<file path="src/rtl/mem_port_arbiter.sv">
// Two-port arbiter in front of the shared instruction/data memory: port 0 is the core, port 1
// the boot loader/DMA. Define ARB_ROUND_ROBIN_EN for alternating priority; default is fixed.
module mem_port_arbiter #(
    parameter int unsigned ADDR_W = 32,
    parameter int unsigned DATA_W = 32,
    parameter int unsigned RD_LAT = 1
) (
    input  logic                clk,
    input  logic                reset,
    input  logic                p0_req,
    input  logic                p0_we,
    input  logic [ADDR_W-1:0]   p0_addr,
    input  logic [DATA_W-1:0]   p0_wdata,
    input  logic [DATA_W/8-1:0] p0_wmask,
    output logic                p0_done,
    output logic [DATA_W-1:0]   p0_rdata,
    input  logic                p1_req,
    input  logic                p1_we,
    input  logic [ADDR_W-1:0]   p1_addr,
    input  logic [DATA_W-1:0]   p1_wdata,
    input  logic [DATA_W/8-1:0] p1_wmask,
    output logic                p1_done,
    output logic [DATA_W-1:0]   p1_rdata,
    output logic [ADDR_W-1:0]   mem_addr,
    output logic                mem_we,
    output logic [DATA_W-1:0]   mem_wdata,
    output logic [DATA_W/8-1:0] mem_wmask,
    input  logic [DATA_W-1:0]   mem_rdata,
    output logic                busy
);

    localparam int unsigned MASK_W = DATA_W / 8;
    localparam int unsigned CNT_W  = (RD_LAT > 1) ? $clog2(RD_LAT) : 1;
    localparam logic [CNT_W-1:0] CNT_LOAD = CNT_W'(RD_LAT - 1);

    typedef enum logic [1:0] {StIdle, StAccess, StWait, StDone} state_e;

    state_e              state_q, state_d;
    logic                sel_q, sel_d;
    logic                we_q, we_d;
    logic [CNT_W-1:0]    cnt_q, cnt_d;
    logic [ADDR_W-1:0]   mem_addr_q, mem_addr_d;
    logic [DATA_W-1:0]   mem_wdata_q, mem_wdata_d;
    logic [MASK_W-1:0]   mem_wmask_q, mem_wmask_d;
    logic                mem_we_q, mem_we_d;
    logic                p0_done_q, p0_done_d;
    logic                p1_done_q, p1_done_d;
    logic [DATA_W-1:0]   p0_rdata_q, p0_rdata_d;
    logic [DATA_W-1:0]   p1_rdata_q, p1_rdata_d;
    logic                busy_q, busy_d;

    logic                any_req;
    logic                win;
    logic                win_we;
    logic [ADDR_W-1:0]   win_addr;
    logic [DATA_W-1:0]   win_wdata;
    logic [MASK_W-1:0]   win_wmask;

    assign any_req = p0_req | p1_req;

`ifdef ARB_ROUND_ROBIN_EN
    // prio_q names the port that wins a tie; it flips away from every granted port.
    logic prio_q, prio_d;

    assign win = (p0_req && p1_req) ? prio_q : ~p0_req;

    always_comb begin
        prio_d = prio_q;
        if (state_q == StIdle && any_req) begin
            prio_d = ~win;
        end
    end

    always_ff @(posedge clk) begin
        if (reset) begin
            prio_q <= 1'b0;
        end else begin
            prio_q <= prio_d;
        end
    end
`else
    assign win = ~p0_req;
`endif

    assign win_we    = win ? p1_we    : p0_we;
    assign win_addr  = win ? p1_addr  : p0_addr;
    assign win_wdata = win ? p1_wdata : p0_wdata;
    assign win_wmask = win ? p1_wmask : p0_wmask;

    always_comb begin
        state_d     = state_q;
        sel_d       = sel_q;
        we_d        = we_q;
        cnt_d       = cnt_q;
        mem_addr_d  = mem_addr_q;
        mem_wdata_d = mem_wdata_q;
        mem_wmask_d = mem_wmask_q;
        mem_we_d    = 1'b0;
        p0_done_d   = 1'b0;
        p1_done_d   = 1'b0;
        p0_rdata_d  = p0_rdata_q;
        p1_rdata_d  = p1_rdata_q;

        unique case (state_q)
            StIdle: begin
                if (any_req) begin
                    sel_d       = win;
                    we_d        = win_we;
                    mem_addr_d  = win_addr;
                    mem_wdata_d = win_wdata;
                    mem_wmask_d = win_wmask;
                    mem_we_d    = win_we;
                    state_d     = StAccess;
                end
            end
            StAccess: begin
                if (we_q) begin
                    p0_done_d = ~sel_q;
                    p1_done_d = sel_q;
                    state_d   = StDone;
                end else begin
                    cnt_d   = CNT_LOAD;
                    state_d = StWait;
                end
            end
            StWait: begin
                // Memory data is valid only in the last wait cycle.
                if (cnt_q == '0) begin
                    if (sel_q) begin
                        p1_rdata_d = mem_rdata;
                    end else begin
                        p0_rdata_d = mem_rdata;
                    end
                    p0_done_d = ~sel_q;
                    p1_done_d = sel_q;
                    state_d   = StDone;
                end else begin
                    cnt_d = cnt_q - 1'b1;
                end
            end
            StDone: begin
                state_d = StIdle;
            end
            default: begin
                state_d = StIdle;
            end
        endcase

        busy_d = (state_d != StIdle);
    end

    always_ff @(posedge clk) begin
        if (reset) begin
            state_q     <= StIdle;
            sel_q       <= 1'b0;
            we_q        <= 1'b0;
            cnt_q       <= '0;
            mem_addr_q  <= '0;
            mem_wdata_q <= '0;
            mem_wmask_q <= '0;
            mem_we_q    <= 1'b0;
            p0_done_q   <= 1'b0;
            p1_done_q   <= 1'b0;
            p0_rdata_q  <= '0;
            p1_rdata_q  <= '0;
            busy_q      <= 1'b0;
        end else begin
            state_q     <= state_d;
            sel_q       <= sel_d;
            we_q        <= we_d;
            cnt_q       <= cnt_d;
            mem_addr_q  <= mem_addr_d;
            mem_wdata_q <= mem_wdata_d;
            mem_wmask_q <= mem_wmask_d;
            mem_we_q    <= mem_we_d;
            p0_done_q   <= p0_done_d;
            p1_done_q   <= p1_done_d;
            p0_rdata_q  <= p0_rdata_d;
            p1_rdata_q  <= p1_rdata_d;
            busy_q      <= busy_d;
        end
    end

    assign mem_addr  = mem_addr_q;
    assign mem_we    = mem_we_q;
    assign mem_wdata = mem_wdata_q;
    assign mem_wmask = mem_wmask_q;
    assign p0_done   = p0_done_q;
    assign p1_done   = p1_done_q;
    assign p0_rdata  = p0_rdata_q;
    assign p1_rdata  = p1_rdata_q;
    assign busy      = busy_q;

endmodule
</file>
<file path="config.mk">
export PLATFORM = sky130hd
export DESIGN_NAME = mem_port_arbiter
export DESIGN_NICKNAME = d
export VERILOG_FILES = /design/src/rtl/mem_port_arbiter.sv
export SDC_FILE = /design/constraint.sdc
export NUM_CORES = 1
export LEC_CHECK = 0
export BUFFER_PORTS_ARGS = -buffer_cell sky130_fd_sc_hd__clkbuf_2
export CORE_AREA = 3 3 118 120
export DETAILED_ROUTE_END_ITERATION = 12
export DIE_AREA = 0 0 121 123
export GPL_TIMING_DRIVEN = 1
export PLACE_DENSITY_LB_ADDON = 0.08
export SYNTH_ARGS = -nofsm -noshare
export SYNTH_HDL_FRONTEND = slang
export SYNTH_SLANG_ARGS = --single-unit
</file>
<file path="constraint.sdc">
create_clock -name clk -period 1.8 [get_ports clk]
set_clock_uncertainty 0.2 [all_clocks]
set_input_delay 0.18 -clock clk [delete_from_list [all_inputs] [get_ports clk]]
set_output_delay 0.18 -clock clk [all_outputs]
set_load 0.1 [all_outputs]
</file>
# Yosys cells after proc, flatten, opt, wreduce, memory -nomap -nowiden
# Index checks and enable logic that the tools add are counted.
word_totals:
  reg_bits: 141
  latch_bits: 0
  mem_bits_rw: 0
  mem_bits_ro: 0
  input_bits: 174
  out_inout_bits: 136
  word_cells: 49
  mem_count: 0
classes:
  addsub: 1
  mul: 0
  n_div: 0
  n_lt_le_gt_ge: 0
  eq_ne: 4
  shifts: 0
  muxes: 17
  bitwise_logic: 6
  reduce_logical: 8
ops:
  columns: ["op", "count"]
  rows:
  - ["2-to-1 mux 32 bit", 2]
  - ["2-to-1 mux 1 bit", 8]
  - ["case mux 2 bit (4 select lines)", 1]
  - ["case mux 1 bit (2 select lines)", 3]
  - ["AND reduction 3 bit", 2]
  - ["NOT 1 bit", 5]
  - ["equality test 2 bit, second input constant", 2]
  - ["2-to-1 mux 2 bit", 2]
  - ["2-to-1 mux 4 bit", 1]
  - ["AND reduction 2 bit", 2]
  - ["nonzero test 2 bit", 2]
  - ["OR reduction 3 bit", 1]
  - ["equality test 2 x 1 -> 1 bit, second input constant", 1]
  - ["zero test 2 bit", 1]
  - ["inequality test 2 bit, second input constant", 1]
  - ["OR 1 bit", 1]
  - ["subtractor 1 bit, second input constant", 1]

# Depth between registers and ports, before layout
# Gate-level depths: netlist of run 1.
logic_depth:
  depth_word: 4
  mapped_depth: 7
  depth_no_buf: 5

# Least setup slack after synthesis of run 1
# Ideal clock, no wire load.
synth_timing:
  path_type: "reg-to-reg"
  startpoint: "register mem_addr[10] (netlist name)"
  endpoint: "register mem_addr_q[10] (netlist: mem_addr[10])"
  setup_time_ns: 0.081
  arrival_ns: 1.260
  t_required_ns: 1.519
  path_slack_ns: 0.259
  stages_incl_launch_ff: 3
  path_buffers: 0
  period_less_slack_ns: 1.541
  cell_sequence: "dfxtp_1 -> nor2_1 -> a211oi_2"
synth_lines:
  columns: ["element", "line", "source"]
  rows:
  - ["end signal: assignment", "172", "mem_addr_q <= mem_addr_d;"]
  - ["end: declaration", "42", "logic [ADDR_W-1:0] mem_addr_q, mem_addr_d;"]

# Worst setup path after layout of run 1
layout_timing:
  startpoint: "input p0_req"
  endpoint: "register mem_wdata_q[19] (netlist: mem_wdata[19])"
layout_via:
  elab_chain_len: 2
  elab_cells_between_ends: 3
  classes_between: "1 x mux; 1 x bitwise; 1 x reduce/logical"
layout_rtl:
  columns: ["element", "line", "source"]
  rows:
  - ["start: declaration", "10", "input logic p0_req,"]
  - ["OR 1 bit", "59", "assign any_req = p0_req | p1_req;"]
  - ["AND reduction 2 bit (no source line)", null, null]
  - ["end signal: assignment", "173", "mem_wdata_q <= mem_wdata_d;"]
  - ["end: declaration", "43", "logic [DATA_W-1:0] mem_wdata_q, mem_wdata_d;"]
# Parallel ways exist; a longest one is shown, timed or not.
# A chain may end at the register's enable or synchronous reset.

==> results of run 1 <==
==> stage by stage <==
stage / hold WS [ns] / instances
floorplan: 0.0706 / 616
global placement: 0.217 / 1067
detailed placement: 0.221 / 1067
CTS: 0.255 / 1273
global route: 0.277 / 1279
finish: 0.254 / 1280
==> worst max-delay path, cell delays in order <==
cell	delay (ns)
dlygate4sd3_1	0.55
buf_4	0.20
o21a_4	0.29
buf_4	0.16
clkbuf_16	0.18
a211oi_1	0.26
==> synth_stat cells (2+ instances only) <==
library cell	number	area (sq um)
buf_6	8	90.1
nand2b_1	2	12.5
nor2_1	71	267
buf_4	7	52.6
ha_1	4	50.1
inv_1	3	11.3
clkbuf_1	19	71.3
dfxtp_1	140	2800
buf_2	18	90.1
a21oi_1	67	335
mux2i_1	68	681
nor2b_1	2	12.5
a211oi_2	61	763
nand2_1	131	492
a211oi_1	8	60.1
==> logic make-up after synthesis <==
kind of cell	share of synthesized area, %
multiplexers	11.8
AO/OA/AOI/OAI	20.2
flip-flops	47.9
buffers and inverters	5.39
adder cells (fa/ha/maj)	0.856
AND/OR/NAND/NOR	13.8
==> per-layer routing <==
layer | up-vias | GRT usage, % | part of all wire [%]
met5 | - | 0 | 0
met4 | 0 | 18.5 | 6.1
met3 | 103 | 8.46 | 6.6
met2 | 311 | 49.8 | 51
met1 | 3032 | 27.7 | 36
li1 | 3060 | - | -
==> power by group <==
group	internal, mW	switching, mW	total, mW
clock	2.61	1.29	3.89
combinational	2.25	7.91	10.2
sequential	3.91	0.452	4.36
total	8.76	9.65	18.4
==> layout make-up <==
| type | instances | area (sq um) |
|---|---|---|
| timing repair buffer | 505 | 3630 |
| tap | 176 | 220 |
| antenna | 2 | 5.00 |
| sequential | 140 | 2800 |
| clock buffer | 22 | 484 |
| clock inverter | 10 | 184 |
| inverter | 3 | 11.3 |
| multi-input combinational | 422 | 2750 |
| fill | 825 | 2990 |
==> timing repair <==
item / 4_1_cts / 5_1_grt
gates resized for setup: 0 / 4
endpoints found under the setup margin: 0 / 53
hold buffers: 174 / 0
endpoints found under the hold margin: 137 / 0
buffers inserted: 0 / 3
==> state kept, by name (all words and copies together), names as in the netlist <==
register,count
sel_q,1
p0_rdata,32
p1_done,1
mem_wdata,32
state_q,2
p0_done,1
busy,1
p1_rdata,32
mem_addr,32
we_q,1
mem_we,1
mem_wmask,4
==> path summary, 6_finish.rpt <==
path | start | end | cells after the start
setup / recovery | p0_req | mem_wdata[19] | 6
hold / removal | p0_rdata[28] | p0_rdata[28] | 2
setup reg to reg | state_q[0] | mem_wdata[0] | 6
hold reg to reg | p0_rdata[28] | p0_rdata[28] | 2
==> flow_metrics.py, run 1 <==
metrics = {
    "final_layout": {
        "layout_commonest_cell": "clkbuf_2",
        "final_nets": 1267,
        "drive_gt1_share_pct": 38.9,
        "areaGrowthSynthToFinish_pct": 72.6,
        "final_util_pct": 77.1,
        "final_area_sq_um": 10100,
        "layout_common_cells": "clkbuf_2 (307), dlygate4sd3_1 (174), dfxtp_1 (139), nand2_1 (131), nor2_1 (71)",
    },
    "critical_path": {
        "cp.required_ns": 1.91,
        "worst_ep_arrival_time_ns": 1.83,
        "crit_fanout": 16,
        "critPathLaunchType": "primary input",
        "r2r_setup_slack_ns": 0.08,
        "end_kind": "flip-flop",
        "path_class": "in2reg",
    },
    "sta": {
        "worst_slew_pin_slew_ns": 0.588,
        "setup_ws_ns": 0.0739,
        "hold_violations": 0,
        "setup_tns_ns": 0,
        "min_period_ns": 1.73,
        "drv_slew": 0,
        "setup_viol": 0,
        "max_freq_mhz": 579,
        "period_share_pct": 95.9,
        "relSlewSlack_pct": 61.0,
        "rsz0062_at_grt": "true",
    },
    "grt": {
        "track_usage_pct": 27.8,
        "grt.overflow.total": 0,
        "grt_max_degree": 51,
        "antenna_found_initial": 1,
        "grt_pass1_vias": 6631,
        "grt_first_pass_wirelength_mm": 32.6,
    },
    "synth": {
        "async_flop_share_pct": 0,
        "ys_ff_latch": 140,
        "syn_area_sq_um": 5850,
        "synthFlopType": "dfxtp_1",
        "seq_area_frac_synth_pct": 47.9,
        "synth_edf_count": 0,
        "syn_nets": 794,
        "ys_warn_count": 0,
        "synthCells": 616,
        "yosys.cell_types.count": 22,
        "syn_area_per_cell_sq_um": 9.49,
    },
    "outcome": {
        "status": "finished clean",
    },
    "floorplanning": {
        "pin_count": 310,
        "num_rows": 42,
        "die_area_sq_um": 14900,
        "die_h_microns": 123,
        "die_w_microns": 121,
        "coreArea_sq_um": 13100,
        "initial_core_util_pct": 44.7,
    },
    "clocking": {
        "h-tree-depth": 4,
        "clockRootBuffer": "clkbuf_16",
        "cts_tree": "done",
        "clk_pin_slew_ns": 0.06,
        "clock_sinks": 140,
        "clk_latency_ns": 0.41,
        "cts_buffers": 17,
        "clock_path_buffers": 2,
    },
    "placed_design": {
        "place.gp.congestion": 0.826,
        "place_area_sq_um": 7610,
        "post-place-ws_ns": 0.0852,
        "dpl.hpwl_mm": 12.5,
        "io_buffers": 309,
    },
    "routing": {
        "drtAntennaViolNets": 0,
        "wirelength_mm": 21.6,
        "routedWlPerCell_microns": 16.9,
        "routed-via-count": 6506,
        "vias_per_cell": 5.08,
        "drtIter0Drc": 337,
        "dr.pass1.iters": 4,
        "drcViolationCount": 0,
    },
    "run": {
        "maxCapViolCount": 0,
    },
    "power": {
        "ir_drop_mv": 0.900,
        "p_leak_nw": 4.62,
        "p_per_area_nw_per_um2": 1820,
        "p_total_mw": 18.4,
    },
    "worst_hold_path": {
        "hold_class": "reg2reg",
    },
}
No activity file was read; power rests on OpenSTA's default activity.
==> inputs of run 2 (changes only) <==
--- a/config.mk
+++ b/config.mk
@@ -5,7 +5,7 @@
 export SDC_FILE = /design/constraint.sdc
 export NUM_CORES = 1
 export LEC_CHECK = 0
-export BUFFER_PORTS_ARGS = -buffer_cell sky130_fd_sc_hd__clkbuf_2
+export BUFFER_PORTS_ARGS = -buffer_cell sky130_fd_sc_hd__buf_4
 export CORE_AREA = 3 3 118 120
 export DETAILED_ROUTE_END_ITERATION = 12
 export DIE_AREA = 0 0 121 123
==> run 2 against run 1 <==
Compared with the run above:
- sequential share of layout area down 1.9 points
- sequential power about the same
- hold slack worse by 0.24 ns
- non-clock buffer count down 9
- largest cell class unchanged
==> flow_metrics.py, run 2 (synthesis results as in run 1) <==
metrics = {
    "placed_design": {
        "dpl.hpwl_mm": 13.0,
        "post-place-ws_ns": 0.107,
        "place.gp.congestion": 0.801,
        "dp_cells": 1064,
        "io_buffers": 309,
    },
    "clocking": {
        "clk_latency_ns": 0.41,
        "clk_pin_slew_ns": 0.06,
        "h-tree-depth": 4,
        "clockRootBuffer": "clkbuf_16",
        "cts_buffers": 17,
        "clock_path_buffers": 2,
        "cts_tree": "done",
        "clock_sinks": 140,
    },
    "grt": {
        "antenna_found_initial": 2,
        "grt_max_degree": 69,
        "use_met2_pct": 54.4,
        "grt.overflow.total": 0,
        "grt_busiest_layer": "met2",
        "use_met1_pct": 30.3,
        "grt_first_pass_wirelength_mm": 35.0,
        "use_met3_pct": 8.78,
        "track_usage_pct": 30.2,
        "grt_pass1_vias": 6752,
    },
    "final_layout": {
        "layout_commonest_cell": "buf_4",
        "final_util_pct": 82.7,
        "fillers": 701,
        "layout_common_cells": "buf_4 (312), dlygate4sd3_1 (171), dfxtp_1 (140), nand2_1 (131), nor2_1 (71)",
        "drive_gt1_share_pct": 38.4,
        "areaGrowthSynthToFinish_pct": 85.0,
        "final_nets": 1257,
        "fin_cells": 1271,
    },
    "power": {
        "p_leak_nw": 4.81,
        "p_total_mw": 19.4,
        "ir_drop_mv": 0.902,
        "p_per_area_nw_per_um2": 1790,
    },
    "critical_path": {
        "cp.required_ns": 1.92,
        "crit_fanout": 27,
        "end_kind": "flip-flop",
        "worstPathCellList": "inv_1, ha_2, o21a_4, buf_12, nor2_1, a211oi_2",
        "critPathMaxStageDelay_ns": 0.32,
        "r2r_setup_slack_ns": 0.01,
        "cp_num_buf_inv": 2,
        "critPathLaunchType": "flip-flop",
        "reg2reg_depth": 6,
        "worst_ep_arrival_time_ns": 1.91,
        "crit_family": "compound AO/OA/AOI/OAI gates",
        "path_class": "reg2reg",
        "timing.rr.start": "state_q[0]",
        "critical_path_depth": 6,
        "r2r_end": "mem_addr[13]",
        "worstSetupStartpoint": "state_q[0]",
        "cp_slowest_cell": "dfxtp_1",
        "endpoint": "mem_addr[13]",
    },
    "sta": {
        "min_period_ns": 1.79,
        "relSlewSlack_pct": 67.5,
        "setup_viol": 0,
        "drv_slew": 0,
        "worst_slew_pin_slew_ns": 0.487,
        "hold_violations": 0,
        "setup_ws_ns": 0.00984,
        "setup_tns_ns": 0,
        "max_freq_mhz": 559,
        "period_share_pct": 99.5,
    },
    "floorplanning": {
        "initial_core_util_pct": 44.7,
        "die_area_sq_um": 14900,
        "coreArea_sq_um": 13100,
        "pin_count": 310,
        "num_rows": 42,
        "die_w_microns": 121,
        "die_h_microns": 123,
    },
    "worst_hold_path": {
        "hold_class": "in2reg",
    },
    "routing": {
        "drtIter0Drc": 362,
        "routedWlPerCell_microns": 18.7,
        "dr.pass1.iters": 5,
        "drcViolationCount": 0,
        "routed-via-count": 6504,
        "drtAntennaViolNets": 0,
        "vias_per_cell": 5.12,
        "wirelength_mm": 23.8,
    },
    "outcome": {
        "status": "finished clean",
    },
    "run": {
        "maxCapViolCount": 0,
    },
}
==> run 2: area by class of cell <==
class                   instances  area, sq um  share of cell area [%]
repair buffers                496         4330                    40.0
flip-flops and latches        140         2800                    25.9
multi-input cells             421         2740                    25.3
clock buffers                  22          474                    4.38
clock inverters                10          234                    2.16
well taps                     176          220                    2.04
inverters                       3         11.3                   0.104
diodes                          3         7.51                  0.0694
==> run 2: worst register-to-register path, stage by stage (launching register included) <==
cell and delay, ns:
dfxtp_1 0.32, inv_1 0.11, ha_2 0.22, o21a_4 0.25, buf_12 0.22, nor2_1 0.13
a211oi_2 0.25
==> run 2: power by group <==
part	switching (mW)	total [mW]	internal (mW)	leakage, nW
logic	8.09	10.8	2.72	3.32
registers	0.478	4.38	3.90	1.15
clock network	1.32	4.17	2.85	0.337
total	9.88	19.4	9.48	4.81
==> run 2: per-stage QoR <==
stage | hold WS, ns | instance area (sq um)
finish | 0.0119 | 10800
floorplan | 0.0706 | 5850
global placement | 0.236 | 8350
detailed placement | 0.246 | 8350
global route | 0.0250 | 10800
CTS | 0.00250 | 10800
==> run 2: how the worst min path moves through the flow <==
stage,from,to,slack [ns],cells after the start
CTS,p1_wdata[11],mem_wdata[11],0.003,3
finish,p1_wdata[11],mem_wdata[11],0.01,3
global placement,mem_rdata[9],p1_rdata[9],0.24,3
global route,p1_wdata[11],mem_wdata[11],0.03,3
detailed placement,mem_rdata[22],p0_rdata[22],0.25,3
floorplan,reset,state_q[1],0.07,1
==> run 2: per-layer routing <==
metal	share of wire, %	vias to the layer above	wire length [microns]
met2	52	322	12300
met5	0	-	0
li1	-	3031	-
met3	7.6	109	1810
met1	35	3042	8200
met4	6.2	0	1470
==> run 2: timing repair <==
action                     in CTS  in global routing
resized for setup               0                  2
hold buffers                  171                  0
hold endpoints to repair      135                  0
setup endpoints to repair       0                  7
buffers inserted                0                  0
